**config.mk**
```make
export PLATFORM = sky130hd
export DESIGN_NAME = fb_dmem_ctrl_flat
export DESIGN_NICKNAME = d
export VERILOG_FILES = /design/src/rtl/fb_dmem_ctrl_if.sv /design/src/rtl/fb_dmem_ctrl.sv /design/src/flat_wrapper.sv
export SDC_FILE = /design/constraint.sdc
export NUM_CORES = 1
export LEC_CHECK = 0
export CAP_MARGIN = 20
export CORE_MARGIN = 2
export CORE_UTILIZATION = 55
export DETAILED_ROUTE_END_ITERATION = 10
export DONT_BUFFER_PORTS = 1
export PLACE_DENSITY = 0.7
export SLEW_MARGIN = 20
export SYNTH_ARGS = -nofsm -noshare
export SYNTH_HDL_FRONTEND = slang
export SYNTH_SLANG_ARGS = --single-unit
```
**constraint.sdc**
```tcl
create_clock -name clk -period 5.1 [get_ports clk]
set_clock_uncertainty 0.2 [all_clocks]
set_input_delay 0.51 -clock clk [delete_from_list [all_inputs] [get_ports clk]]
set_output_delay 0.51 -clock clk [all_outputs]
set_load 0.1 [all_outputs]
```
**src/rtl/fb_dmem_ctrl_if.sv**
```systemverilog
// Data-bus bundle between the MEM-stage controller (master) and memory (slave).
interface fb_dmem_ctrl_if;
    logic        dbus_req;
    logic        dbus_we;
    logic [31:0] dbus_addr;
    logic [3:0]  dbus_wstrb;
    logic [31:0] dbus_wdata;
    logic        dbus_ack;
    logic [31:0] dbus_rdata;
    logic        dbus_err;

    modport master (
        output dbus_req, dbus_we, dbus_addr, dbus_wstrb, dbus_wdata,
        input  dbus_ack, dbus_rdata, dbus_err
    );

    modport slave (
        input  dbus_req, dbus_we, dbus_addr, dbus_wstrb, dbus_wdata,
        output dbus_ack, dbus_rdata, dbus_err
    );
endinterface

```
**src/rtl/fb_dmem_ctrl.sv**
```systemverilog
// MEM-stage data-memory controller: launches one bus transaction per load/store,
// stalls the pipeline until it completes and delivers the extended load result.
module fb_dmem_ctrl #(
    parameter int TIMEOUT = 256,
    parameter int TO_W    = 8
) (
    input  logic                 clk,
    input  logic                 rst,
    input  logic                 mem_mem_read,
    input  logic                 mem_mem_write,
    input  logic [2:0]           mem_funct3,
    input  logic [31:0]          mem_addr,
    input  logic [31:0]          mem_store_data,
    output logic [31:0]          mem_memory_data,
    output logic                 memwb_we,
    output logic                 stall,
    output logic                 misalign,
    output logic                 mem_fault,
    fb_dmem_ctrl_if.master       dbus
);
    typedef enum logic [1:0] {S_IDLE = 2'd0, S_BUSY = 2'd1, S_DONE = 2'd2} state_t;

    localparam logic [TO_W-1:0] CNT_LAST = TO_W'(TIMEOUT - 1);

    state_t           state_q, state_d;
    logic             req_q, req_d;
    logic             we_q, we_d;
    logic             load_q, load_d;
    logic [31:0]      addr_q, addr_d;
    logic [3:0]       wstrb_q, wstrb_d;
    logic [31:0]      wdata_q, wdata_d;
    logic [2:0]       f3_q, f3_d;
    logic [1:0]       lane_q, lane_d;
    logic [TO_W-1:0]  cnt_q, cnt_d;
    logic [31:0]      data_q, data_d;
    logic             fault_q, fault_d;

    logic             access, go, timeout;
    logic             illegal_f3, bad_align;
    logic [3:0]       store_strb;
    logic [31:0]      store_wdata;
    logic [7:0]       rd_byte [4];
    logic [7:0]       ld_byte;
    logic [15:0]      ld_half;
    logic [31:0]      ld_ext;

    assign access  = mem_mem_read | mem_mem_write;
    assign go      = access & ~misalign;
    assign timeout = (cnt_q == CNT_LAST);

    // Split the read word into byte lanes for lane selection.
    genvar gi;
    generate
        for (gi = 0; gi < 4; gi++) begin : g_rd_lane
            assign rd_byte[gi] = dbus.dbus_rdata[8*gi +: 8];
        end
    endgenerate

    // Access legality: illegal width codes and unaligned halves/words never reach the bus.
    always_comb begin
        illegal_f3 = (mem_funct3 == 3'b011) | (mem_funct3 == 3'b110) | (mem_funct3 == 3'b111);
        bad_align  = ((mem_funct3[1:0] == 2'b01) & mem_addr[0]) |
                     ((mem_funct3[1:0] == 2'b10) & (|mem_addr[1:0]));
        misalign   = access & (illegal_f3 | bad_align);
    end

    // Store lane strobes and replicated write data from width and address.
    always_comb begin
        case (mem_funct3[1:0])
            2'b00: begin
                store_strb  = 4'b0001 << mem_addr[1:0];
                store_wdata = {4{mem_store_data[7:0]}};
            end
            2'b01: begin
                store_strb  = 4'b0011 << {mem_addr[1], 1'b0};
                store_wdata = {2{mem_store_data[15:0]}};
            end
            default: begin
                store_strb  = 4'b1111;
                store_wdata = mem_store_data;
            end
        endcase
    end

    // Load alignment and sign/zero extension using the registered width and lane.
    always_comb begin
        ld_byte = rd_byte[lane_q];
        ld_half = lane_q[1] ? dbus.dbus_rdata[31:16] : dbus.dbus_rdata[15:0];
        case (f3_q)
            3'b000:  ld_ext = {{24{ld_byte[7]}}, ld_byte};
            3'b100:  ld_ext = {24'h0, ld_byte};
            3'b001:  ld_ext = {{16{ld_half[15]}}, ld_half};
            3'b101:  ld_ext = {16'h0, ld_half};
            default: ld_ext = dbus.dbus_rdata;
        endcase
    end

    // State register plus all datapath flops; reset abandons any access in flight.
    always_ff @(posedge clk or posedge rst) begin
        if (rst) begin
            state_q <= S_IDLE;
            req_q   <= 1'b0;
            we_q    <= 1'b0;
            load_q  <= 1'b0;
            addr_q  <= '0;
            wstrb_q <= '0;
            wdata_q <= '0;
            f3_q    <= '0;
            lane_q  <= '0;
            cnt_q   <= '0;
            data_q  <= '0;
            fault_q <= 1'b0;
        end else begin
            state_q <= state_d;
            req_q   <= req_d;
            we_q    <= we_d;
            load_q  <= load_d;
            addr_q  <= addr_d;
            wstrb_q <= wstrb_d;
            wdata_q <= wdata_d;
            f3_q    <= f3_d;
            lane_q  <= lane_d;
            cnt_q   <= cnt_d;
            data_q  <= data_d;
            fault_q <= fault_d;
        end
    end

    // Next state: DONE always lasts one cycle so the stalled instruction leaves MEM first.
    always_comb begin
        state_d = state_q;
        case (state_q)
            S_IDLE:  if (go) state_d = S_BUSY;
            S_BUSY:  if (dbus.dbus_ack || timeout) state_d = S_DONE;
            S_DONE:  state_d = S_IDLE;
            default: state_d = S_IDLE;
        endcase
    end

    // Next datapath values: latch the request on launch, capture result/fault on completion.
    always_comb begin
        req_d   = req_q;
        we_d    = we_q;
        load_d  = load_q;
        addr_d  = addr_q;
        wstrb_d = wstrb_q;
        wdata_d = wdata_q;
        f3_d    = f3_q;
        lane_d  = lane_q;
        cnt_d   = '0;
        data_d  = data_q;
        fault_d = 1'b0;
        case (state_q)
            S_IDLE: begin
                if (go) begin
                    req_d   = 1'b1;
                    we_d    = mem_mem_write;
                    load_d  = mem_mem_read & ~mem_mem_write;
                    addr_d  = {mem_addr[31:2], 2'b00};
                    wstrb_d = mem_mem_write ? store_strb : 4'b0000;
                    wdata_d = store_wdata;
                    f3_d    = mem_funct3;
                    lane_d  = mem_addr[1:0];
                end
            end
            S_BUSY: begin
                cnt_d = cnt_q + 1'b1;
                if (dbus.dbus_ack) begin
                    req_d   = 1'b0;
                    fault_d = dbus.dbus_err;
                    if (load_q && !dbus.dbus_err) data_d = ld_ext;
                end else if (timeout) begin
                    req_d   = 1'b0;
                    fault_d = 1'b1;
                end
            end
            default: ;
        endcase
    end

    // Pipeline control: stall from launch until the access completes.
    always_comb begin
        stall    = ((state_q == S_IDLE) & go) | (state_q == S_BUSY);
        memwb_we = ~stall;
    end

    assign mem_memory_data = data_q;
    assign mem_fault       = fault_q;
    assign dbus.dbus_req   = req_q;
    assign dbus.dbus_we    = we_q;
    assign dbus.dbus_addr  = addr_q;
    assign dbus.dbus_wstrb = wstrb_q;
    assign dbus.dbus_wdata = wdata_q;
endmodule
```
**src/flat_wrapper.sv**
```systemverilog
// flat-port wrapper written by rule: the top's interface ports become plain ports
module fb_dmem_ctrl_flat 
#(
    parameter int TIMEOUT = 256,
    parameter int TO_W    = 8
)
  (clk, rst, mem_mem_read, mem_mem_write, mem_funct3, mem_addr, mem_store_data, mem_memory_data, memwb_we, stall, misalign, mem_fault, dbus_dbus_req, dbus_dbus_we, dbus_dbus_addr, dbus_dbus_wstrb, dbus_dbus_wdata, dbus_dbus_ack, dbus_dbus_rdata, dbus_dbus_err);
  fb_dmem_ctrl_if dbus_i ();
  input  logic clk;
  input  logic rst;
  input  logic mem_mem_read;
  input  logic mem_mem_write;
  input  logic [2:0] mem_funct3;
  input  logic [31:0] mem_addr;
  input  logic [31:0] mem_store_data;
  output logic [31:0] mem_memory_data;
  output logic memwb_we;
  output logic stall;
  output logic misalign;
  output logic mem_fault;
  output wire logic [$bits(dbus_i.dbus_req)-1:0] dbus_dbus_req;
  output wire logic [$bits(dbus_i.dbus_we)-1:0] dbus_dbus_we;
  output wire logic [$bits(dbus_i.dbus_addr)-1:0] dbus_dbus_addr;
  output wire logic [$bits(dbus_i.dbus_wstrb)-1:0] dbus_dbus_wstrb;
  output wire logic [$bits(dbus_i.dbus_wdata)-1:0] dbus_dbus_wdata;
  input wire logic [$bits(dbus_i.dbus_ack)-1:0] dbus_dbus_ack;
  input wire logic [$bits(dbus_i.dbus_rdata)-1:0] dbus_dbus_rdata;
  input wire logic [$bits(dbus_i.dbus_err)-1:0] dbus_dbus_err;
  assign dbus_dbus_req = dbus_i.dbus_req;
  assign dbus_dbus_we = dbus_i.dbus_we;
  assign dbus_dbus_addr = dbus_i.dbus_addr;
  assign dbus_dbus_wstrb = dbus_i.dbus_wstrb;
  assign dbus_dbus_wdata = dbus_i.dbus_wdata;
  assign dbus_i.dbus_ack = dbus_dbus_ack;
  assign dbus_i.dbus_rdata = dbus_dbus_rdata;
  assign dbus_i.dbus_err = dbus_dbus_err;
  fb_dmem_ctrl #(.TIMEOUT(TIMEOUT), .TO_W(TO_W)) u_core (.clk(clk), .rst(rst), .mem_mem_read(mem_mem_read), .mem_mem_write(mem_mem_write), .mem_funct3(mem_funct3), .mem_addr(mem_addr), .mem_store_data(mem_store_data), .mem_memory_data(mem_memory_data), .memwb_we(memwb_we), .stall(stall), .misalign(misalign), .mem_fault(mem_fault), .dbus(dbus_i));
endmodule
```
Yosys cells after proc, flatten, opt, wreduce, memory -nomap -nowiden
Index checks and enable logic that the tools add are counted.
{"block": "word_totals", "word_cells": 76, "out_inout_bits": 106, "in_bits": 105, "regBits": 117}
{"block": "op_classes", "bitwise": 16, "mux": 19, "add_sub_neg": 1, "magnitude_cmp": 1, "n_eq_ne": 13, "n_shift": 2, "reduce_logical": 12}
{"operator": "32-bit one-hot mux with 4 select lines", "n": 1}
{"operator": "32-bit one-hot mux with 2 select lines", "n": 1}
{"operator": "8-bit two-way mux", "n": 3}
{"operator": "8-bit binary-select mux with 2-bit select", "n": 1}
{"operator": "16-bit two-way mux", "n": 1}
{"operator": "3-bit == test, second input constant", "n": 4}
{"operator": "8-bit by 1-bit adder with 8-bit output, second input constant", "n": 1}
{"operator": "8-bit == test, second input constant", "n": 1}
{"operator": "4-bit one-hot mux with 2 select lines", "n": 1}
{"operator": "1-bit AND", "n": 6}
{"operator": "1-bit two-way mux", "n": 6}
{"operator": "1-bit OR", "n": 6}
{"operator": "3-bit AND reduction", "n": 2}
{"operator": "2-bit by 1-bit == test with 1-bit output, second input constant", "n": 2}
{"operator": "2-bit zero test", "n": 2}
{"operator": "2-bit two-way mux", "n": 2}
{"operator": "4-bit two-way mux", "n": 1}
{"operator": "2-bit by 1-bit inequality test with 1-bit output, second input constant", "n": 2}
{"operator": "2-bit one-hot mux with 2 select lines", "n": 1}
{"operator": "2-bit AND reduction", "n": 2}
{"operator": "1-bit by 2-bit << shifter with 4-bit output, first input constant", "n": 1}
{"operator": "2-bit by 2-bit << shifter with 4-bit output, first input constant", "n": 1}
{"operator": "3-bit by 1-bit == test with 1-bit output, second input constant", "n": 1}
{"operator": "3-bit by 2-bit == test with 1-bit output, second input constant", "n": 1}
{"operator": "other kinds (12)", "n": 14}

Logic depth before layout (Yosys ltp)
{"block": "depth", "ltp_word": 10, "depth_mapped": 7, "ltp_nobuf": 5}

Worst setup path before layout
OpenSTA, ideal clock, no wires.
{"block": "synth_path", "path_type": "input to output", "from": "in mem_funct3[0]", "to": "out stall", "arrival_time_ns": 2.673, "n_path_buf": 3, "setup_slack_ns": 1.717, "stages": 7, "path_cell_list": "buf_2 a21oi_1 o221ai_1 buf_6 buf_6 and2_1 inv_1"}
{"block": "synth_between", "elab_chain_cells": 9}
{"item": "start, declared", "line": "flat_wrapper.sv:13", "text": "input logic [2:0] mem_funct3;"}
{"item": "3-bit by 2-bit == test with 1-bit output (tied with other cells)", "line": "fb_dmem_ctrl.sv:61", "text": "illegal_f3 = (mem_funct3 == 3'b011) | (mem_funct3 == 3'b110) | (mem_funct3 == 3'b111);"}
{"item": "1-bit OR (tied with other cells)", "line": "fb_dmem_ctrl.sv:61"}
{"item": "1-bit OR (on tied branches)", "line": "fb_dmem_ctrl.sv:61, fb_dmem_ctrl.sv:62"}
{"item": "1-bit OR *", "line": "fb_dmem_ctrl.sv:64", "text": "misalign = access & (illegal_f3 | bad_align);"}
{"item": "1-bit AND *", "line": "fb_dmem_ctrl.sv:64"}
{"item": "1-bit NOT *", "line": "fb_dmem_ctrl.sv:48", "text": "assign go = access & ~misalign;"}
{"item": "1-bit AND *", "line": "fb_dmem_ctrl.sv:48"}
{"item": "1-bit AND *", "line": "fb_dmem_ctrl.sv:183", "text": "stall = ((state_q == S_IDLE) & go) | (state_q == S_BUSY);"}
{"item": "1-bit OR *", "line": "fb_dmem_ctrl.sv:183"}
{"item": "end, declared", "line": "flat_wrapper.sv:18", "text": "output logic stall;"}
Every way passes the cells marked *; elsewhere a longest branch is shown, timed or not.

Final worst setup path
{"block": "layout_path", "from": "reg u_core.state_q[1]", "to": "out stall"}
{"block": "layout_between", "elab_chain_cells": 3}
{"item": "start, declared", "line": "fb_dmem_ctrl.sv:25", "text": "state_t state_q, state_d;"}
{"item": "start signal, assigned", "line": "fb_dmem_ctrl.sv:114", "text": "state_q <= state_d;"}
{"item": "2-bit zero test", "line": "fb_dmem_ctrl.sv:183"}
{"item": "1-bit AND", "line": "fb_dmem_ctrl.sv:183"}
{"item": "1-bit OR *", "line": "fb_dmem_ctrl.sv:183"}
Marks and branches as above.

==> impl_metrics.csv <==
group,metric,value,unit
run_status,status,"completed",
drt,detail_route.vias_per_cell,5.71,
logic_synthesis,synthMostInstantiatedCell,"dfrtp_1",
timing,rsz0062_at_grt,"false",
setup_path,crit_family,"simple AND/OR/NAND/NOR gates",
floorplan,die-height,104,microns
logic_synthesis,synthArstFlopShare,1.00,
logic_synthesis,yosys.cell_types.count,41,
timing,final_period_minus_worst_setup_slack,3.45,ns
setup_path,timing.critical_path.cells,"nand2b_1 -> and2_1 -> inv_1",
drt,vias,4084,
place,port-buffer-count,0,
place,hpwlAfterDp,8870,microns
layout,filler_cells_inserted,701,
floorplan,initial_utilization,0.566,
cts,clock-sinks,117,
logic_synthesis,synth_warnings,0,
logic_synthesis,syn_area_per_cell,11.0,sq um
setup_path,worstPathBufferInverterCount,1,
logic_synthesis,synth_top_area_cell,"dfrtp_1",
run,drv.max_cap_violation_count,0,
cts,cts_max_level,4,
timing,final_number_of_hold_violating_endpoints,0,
timing,timing.slew.headroom,0.264,
timing,setup_viol_count_final,0,
logic_synthesis,netlist.area_leader.share,0.529,
logic_synthesis,post_synth_main_area_contributors,"dfrtp_1 (53%), mux2_4 (11%), mux2i_1 (4.5%)",
timing,achievable_freq,0.290,GHz
setup_path,crit_path_end_kind,"primary output",
cts,post_cts_hold_buffers,75,
setup_path,arr_time_crit_path,2.74,ns
layout,synthToLayoutAreaGrowth,25.2,%
cts,cts_post_setup_buffers_inserted,0,
logic_synthesis,syn_inst,505,
timing,min_period_over_period,0.676,
logic_synthesis,ys_seq_area_frac,0.529,
cts,tritoncts,"done",
grt,grt_start_max_net_pins,72,
drt,detail_route.wirelength,13900,microns
cts,clk_pin_slew,0.05,ns
setup_path,path_class,"flip-flop to primary output",
logic_synthesis,netlist_top_cells_count,"dfrtp_1 (117), nand2_1 (64), o21ai_0 (45)",
cts,worstSkewPairLatency,0.51,ns
timing,setup-tns-final,0,ns
drt,drc,0,
place,placed_cells_incl_taps,609,
layout,n_diodes,0,
timing,timing_max_transition_violations_final,0,
layout,layout_cells_sized_above_1,0.165,
floorplan,die_w,104,microns
logic_synthesis,post_synth_instance_area,5530,sq um
cts,cts_buffer_depth,2,
drt,firstDrtPassIters,4,
grt,number_of_antenna_violations_at_the_first_check_in_global_routing,0,
logic_synthesis,synth-seq-cells,117,
floorplan,fp.dieArea,10900,sq um
floorplan,floorplan.rows,36,
layout,fin_cells,715,
place,globalplace.congestion,0.839,
drt,drt-initial-drc-count,233,
cts,numCtsBuffers,17,
setup_path,critPathSlowestCell,"and2_1",
logic_synthesis,synth_edf_count,0,
drt,final_antenna_net_count,0,
floorplan,number_of_i_o_pins,211,
grt,grt-ovfl-total,0,
grt,grt_util_all_layers,0.262,
setup_path,critPathMaxFanout,9,
logic_synthesis,synth_top_flop_cell,"dfrtp_1",
min_path,timing.hold.worst.class,"input port to flip-flop",
setup_path,timing.critical_path.required,4.39,ns
setup_path,cp_slowest_stage_delay,0.86,ns
cts,clk_root_buffer_cell,"clkbuf_8",
grt,grt_first_pass_wirelength,22400,microns
cts,ctsResizeCount,0,
grt,first_global_vias,4276,
drt,wl_per_cell,19.4,microns
layout,fin_nets,676,
timing,tightest_pin_transition,1.10,ns
floorplan,core_region_area,9770,sq um
setup_path,worstSetupStartpointType,"flip-flop",
per-stage QoR:
| step | area, sq um | setup slack [ns] | hold WS (ns) | utilization |
|---|---|---|---|---|
| 4_1_cts | 6930 | 1.63 | 0.000443 | 0.709 |
| 2_1_floorplan | 5540 | 1.29 | 0.224 | - |
| 3_5_place_dp | 5570 | 1.99 | 0.253 | 0.570 |
| 5_1_grt | 6930 | 1.55 | 0.00455 | 0.709 |
| 3_3_place_gp | 5570 | 1.98 | 0.239 | 0.570 |
| 6_report | 6930 | 1.65 | 0.0186 | 0.709 |
path summary, 6_finish.rpt:
| path | startpoint | endpoint | slack, ns | cells past startpoint |
|---|---|---|---|---|
| max in group asynchronous | rst | u_core.mem_memory_data[31] | 3.07 | 3 |
| max | u_core.state_q[1] | stall | 1.65 | 3 |
| min in group asynchronous | rst | u_core.dbus.dbus_wdata[4] | 0.49 | 2 |
| max reg2reg | u_core.state_q[1] | u_core.mem_memory_data[30] | 2.66 | 4 |
| min reg2reg | u_core.cnt_q[0] | u_core.cnt_q[0] | 0.26 | 1 |
| min | mem_store_data[5] | u_core.dbus.dbus_wdata[21] | 0.02 | 2 |
final cells by class:
cell class              instances  area [sq um]  share of cell area
clock buffers                  23           487              0.0703
flip-flops and latches        117          2930               0.423
repair buffers                 79           781               0.113
inverters                      14          55.1             0.00795
multi-input cells             341          2390               0.345
well taps                     133           166              0.0240
clock inverters                 8           121              0.0175
flip-flops by register name (all words and copies together), names as in the netlist:
name                    flops
u_core.dbus.dbus_wstrb      4
u_core.f3_q                 3
u_core.dbus.dbus_we         1
u_core.load_q               1
u_core.mem_fault            1
u_core.cnt_q                8
u_core.dbus.dbus_addr      30
u_core.mem_memory_data     32
u_core.dbus.dbus_req        1
u_core.lane_q               2
u_core.state_q              2
u_core.dbus.dbus_wdata     32
logic make-up (layout without fill, tap and decap cells):
family          count (synthesis)  count (layout)  share of synthesized area
fa+ha+maj                       1               1                    0.00226
other cells                     1               2                   0.000678
compound gates                112             112                      0.119
flops                         117             117                      0.529
buf+inv                        48             124                     0.0434
simple gates                  144             144                      0.116
mux                            77              77                      0.181
xor+xnor                        5               5                    0.00791
cells in the final DEF, fill, tap and decap left out, types with 4 or more instances in the layout:
cell type / Yosys / final
or3_1: 11 / 11
inv_1: 14 / 13
a31oi_1: 6 / 6
a221oi_1: 8 / 8
dlygate4sd3_1: 0 / 75
mux2i_1: 25 / 25
nor2_1: 38 / 37
a21oi_1: 35 / 35
clkbuf_8: 0 / 6
and3_1: 4 / 4
o21ai_0: 45 / 45
mux2_4: 41 / 41
dfrtp_1: 117 / 117
nand3_1: 11 / 11
clkbuf_16: 0 / 16
mux2_2: 10 / 10
buf_4: 2 / 4
a21o_1: 10 / 10
nand2_1: 64 / 64
per-layer routing:
metal	vias up	wire [microns]	track usage	part of all wire
met5	-	0	0	0
met4	0	360	0.112	0.026
met3	29	1260	0.104	0.091
met2	182	6850	0.432	0.49
met1	2002	5410	0.303	0.39
li1	1871	-	-	-
Power is left out: the tool's default activity adds up to more than one toggle a clock period on the data nets, which glitch-free logic cannot reach.
